**config.mk**
```make
export PLATFORM = sky130hd
export DESIGN_NAME = button_conditioner
export DESIGN_NICKNAME = d
export VERILOG_FILES = /design/src/rtl/button_conditioner_pkg.sv /design/src/rtl/button_channel.sv /design/src/rtl/button_conditioner.sv
export SDC_FILE = /design/constraint.sdc
export NUM_CORES = 1
export LEC_CHECK = 0
export ABC_AREA = 1
export CORE_MARGIN = 4
export CORE_UTILIZATION = 55
export CTS_CLUSTER_DIAMETER = 200
export CTS_CLUSTER_SIZE = 30
export DETAILED_ROUTE_END_ITERATION = 12
export GPL_TIMING_DRIVEN = 0
export PLACE_DENSITY = 0.71
export SLEW_MARGIN = 20
export SYNTH_ARGS = -nofsm -noshare
export SYNTH_HDL_FRONTEND = slang
export SYNTH_SLANG_ARGS = --single-unit
```
**constraint.sdc**
```tcl
create_clock -name clk -period 5.5 [get_ports clk]
set_input_delay 0.55 -clock clk [delete_from_list [all_inputs] [get_ports clk]]
set_output_delay 0.55 -clock clk [all_outputs]
set_load 0.01 [all_outputs]
```
**src/rtl/button_conditioner_pkg.sv**
```systemverilog
// Shared types and timing constants for the push-button front end.
// Also the source of ms-scale tick counts for other blocks.
package button_conditioner_pkg;

  typedef enum logic [2:0] {
    IDLE,
    PRESS,
    HOLD,
    REPEAT,
    RPT_WAIT,
    WAIT
  } btn_state_t;

  localparam int CLK_HZ       = 100_000_000;
  localparam int TICKS_PER_MS = CLK_HZ / 1000;

  localparam int DEF_DB_CYCLES     = 10 * TICKS_PER_MS;
  localparam int DEF_HOLD_CYCLES   = 500 * TICKS_PER_MS;
  localparam int DEF_REPEAT_CYCLES = 200 * TICKS_PER_MS;

  function automatic int cnt_width(input int max_val);
    return (max_val < 1) ? 1 : $clog2(max_val + 1);
  endfunction

endpackage

```
**src/rtl/button_channel.sv**
```systemverilog
// One button: 2-flop synchroniser, debounce counter and pulse FSM.
// The pulse is registered and lines up with FSM entry to PRESS/REPEAT.
module button_channel
  import button_conditioner_pkg::*;
#(
  parameter int DB_CYCLES     = DEF_DB_CYCLES,
  parameter int HOLD_CYCLES   = DEF_HOLD_CYCLES,
  parameter int REPEAT_CYCLES = DEF_REPEAT_CYCLES,
  parameter bit REPEAT_EN     = 1'b1
) (
  input  logic clk,
  input  logic rst,
  input  logic btn_in,
  output logic level,
  output logic press
);

  localparam int DBW = cnt_width(DB_CYCLES);
  localparam int TMAX =
    (HOLD_CYCLES > REPEAT_CYCLES) ? HOLD_CYCLES : REPEAT_CYCLES;
  localparam int TW = cnt_width(TMAX);

  localparam logic [DBW-1:0] DB_LAST  = DBW'(DB_CYCLES - 1);
  localparam logic [TW-1:0]  HOLD_LAST = TW'(HOLD_CYCLES - 1);
  localparam logic [TW-1:0]  RPT_LAST  = TW'(REPEAT_CYCLES - 1);
  localparam logic [TW-1:0]  TIM_MAX   = TW'(TMAX);

  logic           meta;
  logic           sync;
  logic [DBW-1:0] db_cnt;
  logic [DBW-1:0] db_cnt_next;
  logic           level_next;
  btn_state_t     state;
  btn_state_t     state_next;
  logic [TW-1:0]  tmr;
  logic [TW-1:0]  tmr_next;
  logic           pulse;

  // Bring the raw pin into the clock domain.
  always_ff @(posedge clk or negedge rst) begin
    if (!rst) begin
      meta <= 1'b0;
      sync <= 1'b0;
    end else begin
      meta <= btn_in;
      sync <= meta;
    end
  end

  // Count consecutive samples that disagree with level; any agreeing
  // sample restarts the window, DB_CYCLES of them flip level.
  always_comb begin
    level_next  = level;
    db_cnt_next = '0;
    if (sync != level) begin
      if (db_cnt >= DB_LAST) begin
        level_next = ~level;
      end else begin
        db_cnt_next = db_cnt + DBW'(1);
      end
    end
  end

  // Debounce state.
  always_ff @(posedge clk or negedge rst) begin
    if (!rst) begin
      db_cnt <= '0;
      level  <= 1'b0;
    end else begin
      db_cnt <= db_cnt_next;
      level  <= level_next;
    end
  end

  // Pulse FSM: the FSM looks at the upcoming level so that the edge
  // on which level falls already cancels any pending pulse.
  always_comb begin
    state_next = state;
    tmr_next   = '0;
    pulse      = 1'b0;
    unique case (state)
      IDLE: begin
        if (level) begin
          state_next = PRESS;
        end
      end
      PRESS: begin
        state_next = REPEAT_EN ? HOLD : WAIT;
      end
      HOLD: begin
        if (tmr >= HOLD_LAST) begin
          state_next = REPEAT;
        end
      end
      REPEAT: begin
        state_next = RPT_WAIT;
      end
      RPT_WAIT: begin
        if (tmr >= RPT_LAST) begin
          state_next = REPEAT;
        end
      end
      WAIT: begin
        state_next = WAIT;
      end
      default: begin
        state_next = IDLE;
      end
    endcase
    if (!level_next) begin
      state_next = IDLE;
    end
    if (state_next == HOLD || state_next == RPT_WAIT) begin
      tmr_next = (tmr == TIM_MAX) ? tmr : tmr + TW'(1);
    end
    pulse = (state_next == PRESS) || (state_next == REPEAT);
  end

  // FSM, shared hold/repeat timer and registered pulse.
  always_ff @(posedge clk or negedge rst) begin
    if (!rst) begin
      state <= IDLE;
      tmr   <= '0;
      press <= 1'b0;
    end else begin
      state <= state_next;
      tmr   <= tmr_next;
      press <= pulse;
    end
  end

endmodule

```
**src/rtl/button_conditioner.sv**
```systemverilog
// Board push-button conditioner: NB independent channels, each
// giving a debounced level and one-cycle press/repeat pulses.
module button_conditioner
  import button_conditioner_pkg::*;
#(
  parameter int NB            = 5,
  parameter int DB_CYCLES     = DEF_DB_CYCLES,
  parameter int HOLD_CYCLES   = DEF_HOLD_CYCLES,
  parameter int REPEAT_CYCLES = DEF_REPEAT_CYCLES,
  parameter bit REPEAT_EN     = 1'b1
) (
  input  logic          clk,
  input  logic          rst,
  input  logic [NB-1:0] btn_in,
  output logic [NB-1:0] level,
  output logic [NB-1:0] press
);

  for (genvar g = 0; g < NB; g++) begin : g_ch
    button_channel #(
      .DB_CYCLES    (DB_CYCLES),
      .HOLD_CYCLES  (HOLD_CYCLES),
      .REPEAT_CYCLES(REPEAT_CYCLES),
      .REPEAT_EN    (REPEAT_EN)
    ) u_ch (
      .clk   (clk),
      .rst   (rst),
      .btn_in(btn_in[g]),
      .level (level[g]),
      .press (press[g])
    );
  end

endmodule

```
==> results of run 1 <==
## cell type report
| class | count | area, sq um | area share (%) |
|---|---|---|---|
| sequential | 265 | 6631 | 39.66 |
| timing repair buffer | 20 | 257.7 | 1.541 |
| tap | 378 | 473.0 | 2.829 |
| buffer | 33 | 269.0 | 1.609 |
| clock buffer | 13 | 325.3 | 1.946 |
| multi-input combinational | 1452 | 7843 | 46.90 |
| inverter | 243 | 914.6 | 5.470 |
| clock inverter | 1 | 7.507 | 0.04490 |
## sequential cells by signal (all words and copies together), names as in the netlist
register	cells
g_ch.u_ch.db_cnt	100
g_ch.u_ch.meta	5
g_ch.u_ch.state	15
g_ch.u_ch.sync	5
g_ch.u_ch.tmr	130
g_ch.u_ch.press	5
g_ch.u_ch.level	5
## per-layer routing
metal | share of wire [%] | wire length (um) | track usage, %
met5 | 0 | 0 | 0
met4 | 1.3 | 383 | 3.385
met3 | 2.7 | 797 | 1.965
met2 | 48 | 14240 | 34.06
met1 | 48 | 14450 | 28.04
## layout by cell type (no fill, tap or decap), types with 4 or more instances in the layout
master,netlist,layout
nand4_1,66,66
nor3b_1,12,12
o31ai_1,4,4
clkbuf_1,8,8
nand3_2,13,13
clkbuf_16,0,13
nor3_1,85,85
o21ai_0,43,43
ha_1,15,15
nand3b_1,4,4
xnor2_1,37,37
nor2_4,35,35
clkdlybuf4s50_1,0,15
nor4_1,22,22
buf_2,4,4
o21bai_1,6,6
nor2_1,325,325
xor2_1,114,114
buf_6,7,7
a211oi_1,5,5
a21oi_1,23,23
inv_1,237,237
nor2_2,89,89
nand2_4,7,7
nand3_1,115,115
nand2_1,376,376
buf_4,10,10
nor3_2,5,5
dfrtp_1,265,265
a31oi_1,9,9
nand2_2,22,22
## power by group
group	internal, uW	switching (uW)	total (uW)
combinational	21.6	61.3	82.9
clock	430	585	1010
sequential	1960	8.49	1970
total	2410	655	3070
## cell families (layout without fill, tap and decap cells)
| logic type | Yosys count | after routing | synth area share, % |
|---|---|---|---|
| compound gates | 99 | 99 | 3.660 |
| xor+xnor | 151 | 151 | 8.447 |
| fa+ha+maj | 15 | 15 | 1.199 |
| buf+inv | 276 | 310 | 7.560 |
| flops | 265 | 265 | 42.35 |
| simple gates | 1187 | 1187 | 36.78 |
## worst paths after layout
path,start,endpoint,slack [ns],cells after the start
setup / recovery,g_ch[0].u_ch.level$_DFF_PN0_,level[0],3.31,2
hold / removal,g_ch[0].u_ch.meta$_DFF_PN0_,g_ch[0].u_ch.sync$_DFF_PN0_,0.36,0
setup reg to reg,g_ch[1].u_ch.tmr[0]$_DFFE_PN0P_,g_ch[1].u_ch.tmr[6]$_DFFE_PN0P_,3.35,13
hold reg to reg,g_ch[0].u_ch.meta$_DFF_PN0_,g_ch[0].u_ch.sync$_DFF_PN0_,0.36,0
max in group asynchronous,rst,g_ch[1].u_ch.state[0]$_DFF_PN0_,3.98,4
min in group asynchronous,rst,g_ch[2].u_ch.db_cnt[0]$_DFF_PN0_,0.55,2
## metrics by stage
stage	hold slack [ns]	setup TNS [ns]	total power (uW)
floorplan	0.2544	0	2031
global placement	0.3359	-1960.63	2086
detailed placement	0.3381	0	2093
CTS	0.3639	0	3133
global route	0.3764	0	3218
finish	0.3588	0	3066
==> flow_metrics.tcl, run 1 <==
set metrics [dict create \
    clock_skew_ns 0.01191 \
    post-synth-top-count-cell "nand2_1" \
    clkSlewWorstSetupHoldPaths_ns 0.11 \
    nets 2049 \
    timing.final.crit_share_pct 39.83 \
    path_max_fanout 4 \
    synth_top_area_share_pct 42.35 \
    fin_cells 2405 \
    critical_path_class "reg2out" \
    synth-main-ff-cell "dfrtp_1" \
    setup_viol 0 \
    final_core_util_pct 59.86 \
    hold_buffers 1 \
    peakVddDrop_mv 0.2073 \
    worstMarginPinSlew_ns 0.5612 \
    vias_per_cell 5.193 \
    dr.pass1.iters 6 \
    antenna_left 0 \
    crit_slowest_cell "clkdlybuf4s50_1" \
    cp_data_required_time_ns 4.95 \
    synth-seq-cells 265 \
    ys_async_sr_fraction_pct 100.0 \
    synth_nets 2015 \
    rsz0062_at_grt "no" \
    place.gp.congestion 0.8981 \
    track_usage_pct 19.87 \
    diodes 0 \
    die_h_um 176.7 \
    synth_top_cell_by_area "dfrtp_1" \
    core_area_sq_um 27930 \
    drive_gt1_share_pct 10.95 \
    cp-start-kind "register" \
    io_buffers 16 \
    rows 61 \
    cts_buffers 12 \
    post-route-min-period_ns 2.191 \
    cpPeakStageDelay_ns 0.53 \
    drv_slew 0 \
    synth_area_leaders "dfrtp_1 (42%), nand2_1 (9.0%), nor2_1 (7.8%)" \
    min_path_type "reg2reg" \
    design_area_sq_um 16720 \
    final-hold-violation-count 0 \
    synth_edf_count 0 \
    p_per_area_nw_per_um2 183.4 \
    slew_headroom_pct 62.24 \
    syn_to_final_growth_pct 6.792 \
    arrival_ns 1.64 \
    root_buffer "clkbuf_16" \
    cts.htree.levels 1 \
    clk_latency_ns 0.49 \
    ys_top_cells_by_count "nand2_1 (376), nor2_1 (325), dfrtp_1 (265)" \
    yosysWarnings 0 \
    grt_pass1_vias 12230 \
    place_ws_ns 3.387 \
    post_cts_buffers 0 \
    cts_sinks 265 \
    wirelength_mm 29.87 \
    antenna_found_initial 0 \
    setup_ws_ns 3.309 \
    die-width_um 176.7 \
    crit_buf_inv 2 \
    synthCells 1993 \
    wl_per_cell_um 12.42 \
    grt_start_max_net_pins 94 \
    cts_tree "built" \
    endpoint_kind "output port" \
    critical_path.cell_chain "buf_4 > clkdlybuf4s50_1" \
    io_pins 17 \
    syn_avg_cell_area_sq_um 7.856 \
    power.leakage_uw 0.007040 \
    crit_family "buffers and inverters" \
    max_freq_mhz 456.5 \
    vias 12490 \
    synth.distinct_cells 47 \
    cts_resized 0 \
    hpwl_mm 22.20 \
    max_cap_violations 0 \
    grt_pass1_wl_mm 54.28 \
    syn_area_sq_um 15660 \
    status "finished clean" \
    initial_core_util_pct 56.05 \
    placed_area_sq_um 16380 \
    yosysSeqAreaShare_pct 42.35 \
    dieArea_sq_um 31230 \
    drcViolationCount 0 \
    clockBufferDepth 3 \
    first_iter_violations 846 \
    dpl.cell_count 2390 \
    fill_cells 2562 \
    grt_overflow 0 \
]
No activity file was read; power rests on OpenSTA's default activity.
==> run 2, diff against run 1 <==
- PLACE_DENSITY: 0.71 -> 0.74
- clock period: 5.5 -> 2 ns (I/O delays scaled with it)
==> run 2 against run 1 <==
Cell count up 1.6%. Clock skew increased by 0.0059 ns. Die area did not move. Routed wire length increased by 5.4%. First-iteration DRC count decreased by 19%. Critical path type is now reg2reg. Sequential cell count is the same. Largest power group unchanged.
==> flow_metrics.tcl, run 2 (synthesis results as in run 1) <==
set metrics [dict create \
    slew_headroom_pct 58.85 \
    initial_core_util_pct 56.05 \
    clkSlewWorstSetupHoldPaths_ns 0.12 \
    hpwl_mm 22.34 \
    dr.pass1.iters 5 \
    cts_tree "built" \
    largest_register_ffs 130 \
    worstReg2RegStart "g_ch[0].u_ch.tmr[1]$_DFFE_PN0P_" \
    grt_pass1_wl_mm 53.64 \
    core_area_sq_um 27930 \
    arrival_ns 2.41 \
    clk_latency_ns 0.50 \
    layout_common_cells "nand2_1 (353), nor2_1 (295), dfrtp_1 (255), inv_1 (237), xor2_1 (113)" \
    io_buffers 16 \
    setup_ws_ns 0.01690 \
    rows 61 \
    timing.final.crit_share_pct 99.16 \
    max_freq_mhz 504.3 \
    antenna_left 0 \
    critPathLaunch "g_ch[0].u_ch.tmr[1]$_DFFE_PN0P_" \
    diodes 0 \
    vias 12840 \
    dieArea_sq_um 31230 \
    fill_cells 2424 \
    drive_gt1_share_pct 17.18 \
    vias_per_cell 5.254 \
    nets 2088 \
    power.leakage_uw 0.007479 \
    p_per_area_nw_per_um2 477.4 \
    drcViolationCount 0 \
    track_usage_pct 19.60 \
    worst_hold_slack_ns 0.1406 \
    path_max_fanout 8 \
    endpoint_kind "register" \
    min_path_type "in2reg" \
    grt_pass1_vias 12490 \
    whs_path_depth 1 \
    max_cap_violations 0 \
    seq_area_sq_um 6644 \
    critical_path_class "reg2reg" \
    post-route-min-period_ns 1.983 \
    place_ws_ns -0.09481 \
    clockBufferDepth 3 \
    cp-start-kind "register" \
    worstHoldStart "btn_in[1]" \
    reg_top3 "g_ch.u_ch.tmr x130, g_ch.u_ch.db_cnt x100, g_ch.u_ch.state x15" \
    final-hold-violation-count 0 \
    status "finished clean" \
    io_pins 17 \
    peakVddDrop_mv 0.4547 \
    cts.htree.levels 1 \
    setup_viol 0 \
    drv_slew 0 \
    root_buffer "clkbuf_16" \
    die_h_um 176.7 \
    die-width_um 176.7 \
    wirelength_mm 31.48 \
    grt_start_max_net_pins 98 \
    cts_buffers 12 \
    multi_input_area_sq_um 8396 \
    r2r_cells 14 \
    antenna_found_initial 0 \
    top_register "g_ch.u_ch.tmr" \
    wl_per_cell_um 12.88 \
    grt_overflow 0 \
    place.gp.congestion 0.8987 \
    worstMarginPinSlew_ns 0.6173 \
    cts_sinks 265 \
    syn_to_final_growth_pct 13.11 \
    first_iter_violations 682 \
    layout_commonest_cell "nand2_1" \
    clock_skew_ns 0.01783 \
    rsz0062_at_grt "yes" \
    cp_data_required_time_ns 2.43 \
]
run 2: cell types whose count changed in the layout (fill, tap and decap cells not counted), moves of 10 or more:
cell and delta:
buf_4 +31, nor2_1 -30, nor2_4 +29, nand2_1 -23, nand2_2 +14, dfrtp_1 -10
dfrtp_2 +10, nand3_1 -10
run 2: timing repair:
| item | 4_1_cts | 5_1_grt |
|---|---|---|
| pin swaps | 7 | 36 |
| gates resized for setup | 23 | 144 |
| hold buffers | 1 | 0 |
| endpoints found under the setup margin | 80 | 151 |
| setup buffers | 5 | 32 |
| gates cloned | 1 | 2 |
| hold endpoints to repair | 75 | 0 |
run 2: power by group:
group | switching (uW) | internal (uW)
registers | 26.6 | 5390
clock network | 1620 | 1180
logic | 171 | 62.4
total | 1820 | 6630
run 2: cell type report:
type / instances / area share [%]
clock inverters: 1 / 0.04239
multi-input cells: 1452 / 47.41
repair buffers: 59 / 3.533
clock buffers: 13 / 1.837
well taps: 378 / 2.671
inverters: 243 / 5.165
flip-flops and latches: 265 / 37.52
plain buffers: 33 / 1.830
run 2: worst paths after layout:
path / slack, ns / endpoint
max in group asynchronous: 0.87 / g_ch[1].u_ch.tmr[15]$_DFFE_PN0P_
min in group asynchronous: 0.24 / g_ch[4].u_ch.db_cnt[6]$_DFF_PN0_
max: 0.02 / g_ch[0].u_ch.tmr[22]$_DFFE_PN0P_
min: 0.14 / g_ch[1].u_ch.meta$_DFF_PN0_
min reg2reg: 0.36 / g_ch[4].u_ch.sync$_DFF_PN0_
max reg2reg: 0.02 / g_ch[0].u_ch.tmr[22]$_DFFE_PN0P_
run 2: critical path: stages, from the launching register on:
cell and delay [ns]:
dfrtp_1 0.45, ha_4 0.18, nand2_4 0.07, nor3_4 0.21, nand2_1 0.10, nand2_1 0.07
nand2_1 0.06, nand2_2 0.10, nand2_2 0.08, nand2_2 0.08, nand2_2 0.07, nand2_4 0.08
nand2_8 0.10, clkbuf_16 0.19, nor2_4 0.06
run 2: layer usage:
layer	up-vias	part of all wire, %	global-route usage (%)
met2	209	51	34.31
met4	0	1.4	4.578
met3	32	2.8	1.965
met5	-	0	0
met1	6120	45	26.50
li1	6479	-	-
run 2: per-stage QoR:
stage / cell area, sq um / TNS, ns / cells / power (uW) / utilization [%]
floorplan: 15660 / 0 / 1993 / 5586 / -
detailed placement: 16350 / -2.333 / 2389 / 5751 / 58.53
finish: 17710 / 0 / 2444 / 8455 / 63.40
global route: 17710 / -2.000 / 2444 / 8799 / 63.40
CTS: 16850 / 0 / 2410 / 8582 / 60.31
global placement: 16290 / -2778.23 / 2387 / 5736 / 58.32
==> run 3, diff against run 2 <==
- SLEW_MARGIN: 20 -> default
==> results of run 3 <==
Final layout, timing and power as in run 2 (identical DEF).
